File: src/rtl/key_sw_io_device.sv
// Memory-mapped KEY/SW read device: synchronize, debounce, latch stable values,
// and expose data + Ready/Overrun/IE control registers with an interrupt.

module keySwDebounce #(
   parameter int          W     = 4,
   parameter int          D     = 4,
   parameter logic [W-1:0] RSTV = '0
) (
   input  logic         clk,
   input  logic         reset,
   input  logic [W-1:0] pin,
   output logic [W-1:0] stable,
   output logic         evt
);
   localparam int CW = (D > 2) ? $clog2(D) : 1;

   logic [W-1:0]  s1, s2;
   logic [CW-1:0] cnt;
   logic          qualify;

   assign qualify = (s2 != stable) && (s1 == s2);
   // evt is combinational so Ready can be set on the same edge stable updates
   assign evt     = qualify && (cnt == CW'(D - 1));

   always_ff @(posedge clk) begin
      if (reset) begin
         s1     <= RSTV;
         s2     <= RSTV;
         stable <= RSTV;
         cnt    <= '0;
      end else begin
         s1 <= pin;
         s2 <= s1;
         if (!qualify)
            cnt <= '0;
         else if (evt) begin
            stable <= s2;
            cnt    <= '0;
         end else
            cnt <= cnt + 1'b1;
      end
   end
endmodule

module keySwCtrl (
   input  logic clk,
   input  logic reset,
   input  logic evt,
   input  logic dataRead,
   input  logic ctrlWrite,
   input  logic ovrKeep,
   input  logic ieIn,
   output logic ready,
   output logic ovr,
   output logic ie
);
   always_ff @(posedge clk) begin
      if (reset) begin
         ready <= 1'b0;
         ovr   <= 1'b0;
         ie    <= 1'b0;
      end else begin
         if (evt)
            ready <= 1'b1;
         else if (dataRead)
            ready <= 1'b0;
         // a coincident data read consumed the old value, so no overrun then
         ovr <= (ctrlWrite ? (ovr & ovrKeep) : ovr) | (evt & ready & ~dataRead);
         if (ctrlWrite)
            ie <= ieIn;
      end
   end
endmodule

module key_sw_io_device #(
   parameter int               DBITS           = 32,
   parameter int               DEBOUNCE_CYCLES = 500000,
   parameter logic [3:0]       KEY_RESET       = 4'hF,
   parameter logic [DBITS-1:0] ADDR_KDATA      = 32'hF0000010,
   parameter logic [DBITS-1:0] ADDR_KCTRL      = 32'hF0000110,
   parameter logic [DBITS-1:0] ADDR_SDATA      = 32'hF0000014,
   parameter logic [DBITS-1:0] ADDR_SCTRL      = 32'hF0000114
) (
   input  logic             clk,
   input  logic             reset,
   input  logic [DBITS-1:0] addr,
   input  logic             rdEn,
   input  logic             wrtEn,
   input  logic [DBITS-1:0] dIn,
   input  logic [3:0]       key,
   input  logic [9:0]       sw,
   output logic [DBITS-1:0] dOut,
   output logic             hit,
   output logic             irq
);
   logic       selKData, selKCtrl, selSData, selSCtrl;
   logic [3:0] keyStable;
   logic [9:0] swStable;
   logic       keyEvt, swEvt;
   logic       kReady, kOvr, kIe, sReady, sOvr, sIe;
   logic       unusedDin;

   assign selKData  = (addr == ADDR_KDATA);
   assign selKCtrl  = (addr == ADDR_KCTRL);
   assign selSData  = (addr == ADDR_SDATA);
   assign selSCtrl  = (addr == ADDR_SCTRL);
   assign hit       = selKData | selKCtrl | selSData | selSCtrl;
   assign unusedDin = ^dIn;

   keySwDebounce #(.W(4), .D(DEBOUNCE_CYCLES), .RSTV(KEY_RESET)) uKeyDb (
      .clk(clk), .reset(reset), .pin(key), .stable(keyStable), .evt(keyEvt));

   keySwDebounce #(.W(10), .D(DEBOUNCE_CYCLES), .RSTV(10'h0)) uSwDb (
      .clk(clk), .reset(reset), .pin(sw), .stable(swStable), .evt(swEvt));

   keySwCtrl uKeyCtrl (
      .clk(clk), .reset(reset), .evt(keyEvt),
      .dataRead(rdEn & selKData), .ctrlWrite(wrtEn & selKCtrl),
      .ovrKeep(dIn[2]), .ieIn(dIn[8]),
      .ready(kReady), .ovr(kOvr), .ie(kIe));

   keySwCtrl uSwCtrl (
      .clk(clk), .reset(reset), .evt(swEvt),
      .dataRead(rdEn & selSData), .ctrlWrite(wrtEn & selSCtrl),
      .ovrKeep(dIn[2]), .ieIn(dIn[8]),
      .ready(sReady), .ovr(sOvr), .ie(sIe));

   assign irq = (kReady & kIe) | (sReady & sIe);

   always_comb begin
      dOut = '0;
      if (selKData)
         dOut[3:0] = keyStable;
      else if (selSData)
         dOut[9:0] = swStable;
      else if (selKCtrl) begin
         dOut[0] = kReady;
         dOut[2] = kOvr;
         dOut[8] = kIe;
      end else if (selSCtrl) begin
         dOut[0] = sReady;
         dOut[2] = sOvr;
         dOut[8] = sIe;
      end
   end
endmodule

File: config.mk
export PLATFORM = sky130hd
export DESIGN_NAME = key_sw_io_device
export DESIGN_NICKNAME = d
export VERILOG_FILES = /design/src/rtl/key_sw_io_device.sv
export SDC_FILE = /design/constraint.sdc
export NUM_CORES = 1
export LEC_CHECK = 0
export BUFFER_PORTS_ARGS = -buffer_cell sky130_fd_sc_hd__buf_4
export CAP_MARGIN = 0
export CORE_MARGIN = 2
export CORE_UTILIZATION = 47
export DETAILED_ROUTE_END_ITERATION = 8
export PLACE_DENSITY = 0.83
export SYNTH_ARGS = -nofsm -noshare
export SYNTH_HDL_FRONTEND = slang
export SYNTH_SLANG_ARGS = --single-unit
File: constraint.sdc
create_clock -name clk -period 2 [get_ports clk]
set_clock_uncertainty 0.15 [all_clocks]
set_input_delay 0.2 -clock clk [delete_from_list [all_inputs] [get_ports clk]]
set_output_delay 0.2 -clock clk [all_outputs]
set_load 0.01 [all_outputs]
## Word level (Yosys, flattened, before mapping)

Cells that the tools add are included.

| storage, ports and cells | value |
|---|---|
| bits in latches | 0 |
| input port bits | 82 |
| memory bits (writable) | 0 |
| bits in registers | 86 |
| ROM bits | 0 |
| output and inout bits | 34 |
| memories kept | 0 |
| word-level logic and storage cells | 78 |

| cells by class | value |
|---|---|
| muxes and demuxes | 20 |
| order comparisons | 0 |
| div/mod/pow operators | 0 |
| multipliers | 0 |
| shift-type cells | 0 |
| eq/ne operators | 10 |
| $add $sub $neg | 2 |
| bitwise gates (word level) | 22 |
| reduce and logical (&&, ||, !) cells | 10 |

Operators with widths:

| cell | count |
|---|---|
| equality test 32 bit, second input constant | 4 |
| adder 19 x 1 -> 19 bit, second input constant | 2 |
| equality test 19 bit, second input constant | 2 |
| 2-to-1 mux 1 bit | 17 |
| AND 1 bit | 12 |
| equality test 10 bit | 1 |
| != test 10 bit | 1 |
| 2-to-1 mux 6 bit | 1 |
| OR 1 bit | 6 |
| OR reduction 3 bit | 2 |
| 2-to-1 mux 5 bit | 1 |
| equality test 4 bit | 1 |
| logical AND 1 bit | 4 |
| 2-to-1 mux 4 bit | 1 |
| != test 4 bit | 1 |
| inverter 1 bit | 4 |
| AND reduction 2 bit | 2 |
| nonzero test 2 bit | 2 |

## Longest topological paths before layout

Gate-level depths: netlist of run 1.

| logic depth | value |
|---|---|
| depth after elaboration | 6 |
| mapped depth | 6 |
| mapped depth without buffers | 6 |

## Modules after synthesis

Synthesis of run 1 repeated with hierarchy kept, for this count alone.

| unflattened totals | value |
|---|---|
| cell total of the unflattened synthesis | 453 |
| area, all modules | 4216.5 sq um |

Modules (own cells, without submodules):

| module | sequential area each (sq um) | area each (sq um) | cells each | times used |
|---|---|---|---|---|
| keySwDebounce at uSwDb | 980.9 | 2031.9 | 218 | 1 |
| keySwDebounce at uKeyDb | 620.6 | 1357.6 | 143 | 1 |
| key_sw_io_device | 0.0 | 591.8 | 70 | 1 |
| keySwCtrl | 60.1 | 117.6 | 11 | 2 |

## Worst setup path after synthesis of run 1

OpenSTA, ideal clock, no wires.

| timing | value |
|---|---|
| path kind | flip-flop to flip-flop |
| start | register uKeyDb.cnt[0] |
| end | register uKeyDb.stable[0] |
| stages on the path, launching flop included | 7 |
| data arrival time | 1606 ps |
| required time | 1729 ps |
| clock period less this slack | 1877 ps |
| path buffers | 0 |
| setup slack | 123 ps |
| library setup time | 121 ps |
| cells stage by stage | dfxtp_1 -> ha_1 -> and4_1 -> nand2_1 -> nor4b_4 -> mux2i_1 -> nand2_1 |

| on the way | value |
|---|---|
| word-level cells in the longest chain between the ends | 3 |

RTL lines:

| what | RTL line | RTL |
|---|---|---|
| from (decl) | 18 | `logic [CW-1:0] cnt;` |
| from (signal assigned) | 40 | `cnt <= cnt + 1'b1;` |
| equality test 19 bit | 23 | `assign evt = qualify && (cnt == CW'(D - 1));` |
| logical AND 1 bit | 23 |  |
| AND reduction 2 bit (no line) | -- |  |
| to (signal assigned) | 29 | `stable <= RSTV;` |
| to (signal assigned) | 37 | `stable <= s2;` |
| to (decl) | 12 | `output logic [W-1:0] stable,` |

Every way passes these cells.
A chain may end at the register's enable or synchronous reset.

## Worst setup path after layout of run 1

Same ends and word-level chain as after synthesis.

==> results of run 1 <==
[cell usage after synthesis, types with 8 or more instances]
| cell | n | area (µm²) |
|---|---|---|
| dfxtp_1 | 86 | 1720 |
| nor2_1 | 54 | 203 |
| xor2_1 | 47 | 412 |
| buf_4 | 22 | 165 |
| nand4_1 | 22 | 138 |
| nor2b_1 | 21 | 131 |
| nand2_1 | 19 | 71.3 |
| nand3_1 | 17 | 85.1 |
| xnor2_1 | 15 | 131 |
| a21oi_1 | 14 | 70.1 |
| nor4_1 | 11 | 68.8 |
| clkbuf_1 | 10 | 37.5 |
| o31ai_1 | 10 | 75.1 |
| and3_1 | 9 | 56.3 |
| mux2i_1 | 8 | 80.1 |
| or2_2 | 8 | 50.1 |
[worst max-delay path, cell delays in order, from the launching register on]
cell and delay [ps]:
dfxtp_1 350, ha_1 210, and4_4 260, nand2_2 90, nor4b_4 260, buf_4 200
mux2i_1 230, nand2_1 80
[registers in the layout (all words and copies together) (netlist names)]
| register | flops |
|---|---|
| uKeyCtrl.ie | 1 |
| uKeyCtrl.ovr | 1 |
| uKeyCtrl.ready | 1 |
| uKeyDb.cnt | 19 |
| uKeyDb.s1 | 4 |
| uKeyDb.s2 | 4 |
| uKeyDb.stable | 4 |
| uSwCtrl.ie | 1 |
| uSwCtrl.ovr | 1 |
| uSwCtrl.ready | 1 |
| uSwDb.cnt | 19 |
| uSwDb.s1 | 10 |
| uSwDb.s2 | 10 |
| uSwDb.stable | 10 |
[layer usage]
layer | routed length (µm) | global-route usage [%] | part of all wire (%)
met1 | 3390 | 20.0 | 40
met2 | 4560 | 35.0 | 54
met3 | 444 | 3.96 | 5.2
met4 | 109 | 6.10 | 1.3
met5 | 0 | 0 | 0
[kinds of logic (layout without fill, tap and decap cells)]
kind of cell	count (synthesis)	after routing
AO/OA/AOI/OAI	33	33
XOR/XNOR	62	62
adder cells (fa/ha/maj)	2	2
buffers and inverters	45	127
flip-flops	86	86
multiplexers	11	11
other	1	22
AND/OR/NAND/NOR	195	196
[timing repair]
| action | 4_1_cts | 5_1_grt |
|---|---|---|
| setup buffers | 0 | 2 |
| resized for setup | 3 | 10 |
| endpoints found under the setup margin | 7 | 58 |
| hold buffers | 22 | 0 |
| pin swaps | 0 | 2 |
| endpoints found under the hold margin | 23 | 0 |
| gates cloned | 0 | 1 |
[cell type report]
type	count	area share (%)
inverters	7	0.517
repair buffers	104	16.4
multi-input cells	326	42.8
well taps	105	2.59
clock buffers	9	2.44
flip-flops and latches	86	33.9
clock inverters	7	1.28
[path summary, 6_finish.rpt]
kind                       from                to  slack, ps  cells after the start
hold / removal            wrtEn      uKeyCtrl.ovr        100                      4
hold reg to reg    uKeyCtrl.ovr      uKeyCtrl.ovr        320                      2
setup reg to reg  uKeyDb.cnt[0]  uKeyDb.stable[0]         60                      7
setup / recovery  uKeyDb.cnt[0]  uKeyDb.stable[0]         60                      7
[where the power goes]
group,switching (mW),internal [mW]
Combinational,0.133,0.158
Sequential,0.0236,1.74
Clock,0.662,0.474
Total,0.818,2.37
==> flow_summary.json, run 1 <==
{
  "outcome": "finished clean",
  "post-route-drc-count": 0,
  "crit_fanout": 6,
  "nets": 618,
  "drt-total-wl_um": 8510,
  "synth_compound_area_share_pct": 5.34,
  "initial_core_util_pct": 48.6,
  "rsz0062_at_grt": "true",
  "powerDensity_mw_per_mm2": 628,
  "grt_use_total_pct": 18.4,
  "vias": 3343,
  "cp-start-kind": "register",
  "wl_per_cell_um": 13.2,
  "peakVddDrop_mv": 0.348,
  "fin_area_mm2": 0.00508,
  "cts_root_buffer": "clkbuf_8",
  "synthDistinctLibCells": 44,
  "area_delta_synth_final_pct": 26.7,
  "multiInputGateArea_mm2": 0.00218,
  "antenna_left": 0,
  "fin_ws_ps": 59.5,
  "syn-cell-area_mm2": 0.00401,
  "place_congestion": 0.892,
  "yosys.area_share.simple_pct": 27.6,
  "vias_per_cell": 5.19,
  "ioPinCount": 116,
  "setup_tns_ps": 0,
  "clock.fmax_mhz": 515,
  "antenna_found_initial": 0,
  "syn_inst": 435,
  "die-area_mm2": 0.00929,
  "synth_enable_flop_cells": 0,
  "p_leak_nw": 2.00,
  "async_reset_ff_share_pct": 0,
  "clk_path_buf_depth": 2,
  "cts_sinks": 86,
  "final_max_slew_viol_count": 0,
  "row_count": 33,
  "seq_area_frac_synth_pct": 42.9,
  "dieHeight_um": 96.4,
  "period_share_pct": 97.0,
  "worstPathRequired_ps": 2090,
  "cts_tree": "done",
  "synth_top_flop_cell": "dfxtp_1",
  "clk-insertion-delay-late_ps": 360,
  "finalPower_mw": 3.19,
  "placedCellCount": 603,
  "synth-seq-cells": 86,
  "crit_path_end_kind": "register",
  "core_mm2": 0.00826,
  "worst-setup-path-type": "register to register",
  "num-fill-cells": 708,
  "layout_commonest_cell": "dfxtp_1",
  "tightestPinTransition_ps": 529,
  "die_w_um": 96.4,
  "synth_top_family_by_area": "simple AND/OR/NAND/NOR gates",
  "most-common-layout-cells": "dfxtp_1, buf_4, nor2_1",
  "fin_util_pct": 61.5,
  "arrival_ps": 2030,
  "hold_class": "primary input to register",
  "synthAdderAreaFrac_pct": 0.624,
  "setup_viol": 0,
  "first_pass_iters": 5,
  "grt_max_degree": 25,
  "ff_latch_area_mm2": 0.00172,
  "overflow": 0,
  "drive_gt1_share_pct": 23.9,
  "slew_headroom_pct": 64.5,
  "pre_cts_ws_ps": -41.9,
  "cts_max_level": 3,
  "grt_pass1_wl_um": 13400,
  "synth_warnings": 0,
  "drv_cap": 0,
  "finalNonFillerCells": 644,
  "grt_pass1_vias": 3184,
  "hpwl_um": 6030,
  "fin_hold_ws_ps": 102,
  "placed_area_mm2": 0.00459,
  "avgSynthCellArea_um2": 9.22,
  "synth_xor_area_share_pct": 13.5,
  "clk_pin_slew_ps": 90,
  "synthMuxAreaShare_pct": 3.40,
  "portBuffers": 63,
  "drt_iter0_drc": 135,
  "hold_violations": 0,
  "diodes": 0,
  "fin_crit_ps": 1940,
  "cts_buffers": 9
}
Power figures use the tool's default switching activity.
==> run 2: changes to the inputs <==
--- a/config.mk
+++ b/config.mk
@@ -7,10 +7,12 @@
 export LEC_CHECK = 0
 export BUFFER_PORTS_ARGS = -buffer_cell sky130_fd_sc_hd__buf_4
 export CAP_MARGIN = 0
+export CORE_ASPECT_RATIO = 1.25
 export CORE_MARGIN = 2
 export CORE_UTILIZATION = 47
 export DETAILED_ROUTE_END_ITERATION = 8
 export PLACE_DENSITY = 0.83
+export REMOVE_ABC_BUFFERS = 1
 export SYNTH_ARGS = -nofsm -noshare
 export SYNTH_HDL_FRONTEND = slang
 export SYNTH_SLANG_ARGS = --single-unit
==> run 2 against run 1 <==
Net effect:
- sequential share of layout area grew 0.78 points
- cell count decreased by 2.8%
- register-to-register slack improved by 80 ps
- fmax rose by 2.7%
- sequential power barely moved
- global-route usage fell by 0.71 points
- clock power about the same
- combinational power down 4%
- final area shrank 2.2%
- critical endpoint is now dOut[1]
- largest power group unchanged
==> flow_summary.json, run 2 (synthesized netlist as in run 1, its figures left out) <==
{
  "clock.fmax_mhz": 529,
  "drive_gt1_share_pct": 23.6,
  "setup_viol": 0,
  "fin_crit_ps": 1890,
  "drv_cap": 0,
  "row_count": 37,
  "grt_max_degree": 44,
  "finalPower_mw": 3.15,
  "area_delta_synth_final_pct": 23.9,
  "hpwl_um": 6060,
  "vias_per_cell": 5.28,
  "max_stage_delay_ps": 300,
  "cts_buffers": 9,
  "grt_pass1_vias": 3175,
  "final_max_slew_viol_count": 0,
  "most-common-layout-cells": "dfxtp_1, buf_4, nor2_1",
  "vias": 3304,
  "period_share_pct": 94.4,
  "slew_headroom_pct": 63.8,
  "worst-setup-path-type": "primary input to output port",
  "cp-start-kind": "primary input",
  "grt_use_total_pct": 17.7,
  "cp_common_cell": "buf_4",
  "peakVddDrop_mv": 0.484,
  "largestRegisters": "uKeyDb.cnt (19), uSwDb.cnt (19)",
  "grt_pass1_wl_um": 13400,
  "ioPinCount": 116,
  "crit_path_end_kind": "output port",
  "drt_iter0_drc": 134,
  "first_pass_iters": 4,
  "die-area_mm2": 0.00929,
  "hold_class": "primary input to register",
  "setup_tns_ps": 0,
  "crit_chain": "buf_4 > nor4b_1 > nand4_1 > or2_1 > buf_4 > nor3_1 > buf_4",
  "rsz0062_at_grt": "false",
  "fin_area_mm2": 0.00497,
  "clk_path_buf_depth": 2,
  "clk-insertion-delay-late_ps": 360,
  "fin_hold_ws_ps": 93.2,
  "outcome": "finished clean",
  "wl_per_cell_um": 13.3,
  "dieHeight_um": 107,
  "antenna_left": 0,
  "die_w_um": 86.6,
  "critical_path.slowest_cell": "nor4b_1",
  "overflow": 0,
  "placed_area_mm2": 0.00457,
  "cts_root_buffer": "clkbuf_8",
  "cts_sinks": 86,
  "initial_core_util_pct": 48.7,
  "post-route-drc-count": 0,
  "powerDensity_mw_per_mm2": 634,
  "nets": 608,
  "tightestPinTransition_ps": 541,
  "diodes": 0,
  "p_leak_nw": 1.95,
  "drt-total-wl_um": 8330,
  "cts_max_level": 3,
  "clk_pin_slew_ps": 90,
  "layout_commonest_cell": "dfxtp_1",
  "hold_violations": 0,
  "place_congestion": 0.853,
  "portBuffers": 63,
  "core_mm2": 0.00824,
  "cts_tree": "done",
  "antenna_found_initial": 0,
  "worstPathRequired_ps": 1650,
  "crit_fanout": 3,
  "arrival_ps": 1540,
  "fin_util_pct": 60.3
}
[run 2: cell count changes in the layout (fill, tap and decap cells not counted), sizes merged]
cell	before	now
dlygate4sd3	22	16
buf	82	79
clkinv	2	3
clkinvlp	3	2
nand4	24	23
[run 2: cell type report]
cell class / count / area [µm²]
timing repair buffer: 95 / 753
sequential: 86 / 1720
tap: 97 / 121
clock inverter: 7 / 55.1
fill: 674 / 3270
clock buffer: 9 / 124
multi-input combinational: 325 / 2170
inverter: 7 / 26.3
[run 2: through the flow]
stage                     setup slack (ps)  std cells
after floorplan                        123        418
after global placement                52.5        594
after detailed placement             -31.1        594
after CTS                             5.07        626
after global routing                  4.99        626
final                                  111        626
[run 2: per-layer routing]
| metal | vias up | track usage [%] | share of wire, % |
|---|---|---|---|
| met5 | - | 0 | 0 |
| met4 | 0 | 7.03 | 2.0 |
| met3 | 16 | 3.68 | 3.8 |
| met2 | 87 | 31.6 | 52 |
| met1 | 1561 | 20.3 | 42 |
| li1 | 1640 | - | - |
[run 2: critical path: cells and delay by family]
kind / cells / cell delay [ps]
buf+inv: 3 / 420
simple gates: 4 / 920
[run 2: timing repair]
item                                   4_1_cts  5_1_grt
resized for setup                            1       12
buffers inserted                             0        0
setup endpoints to repair                   21       56
pin swaps                                    0        2
hold buffers                                16        0
endpoints found under the hold margin       18        0
[run 2: path summary, 6_finish.rpt]
check                                     from          endpoint  slack (ps)  depth (start not counted)
worst max-delay path                  addr[17]           dOut[1]         110                          7
worst min-delay path                      rdEn      uKeyCtrl.ovr          90                          4
worst max register to register  uKeyDb.cnt[12]  uKeyDb.stable[3]         140                          6
worst min register to register    uKeyDb.s1[3]      uKeyDb.s2[3]         320                          1
[run 2: power breakdown]
group          switching [mW]  internal [mW]
combinational           0.131          0.147
sequential             0.0233           1.74
clock                   0.644          0.463
total                   0.799           2.35
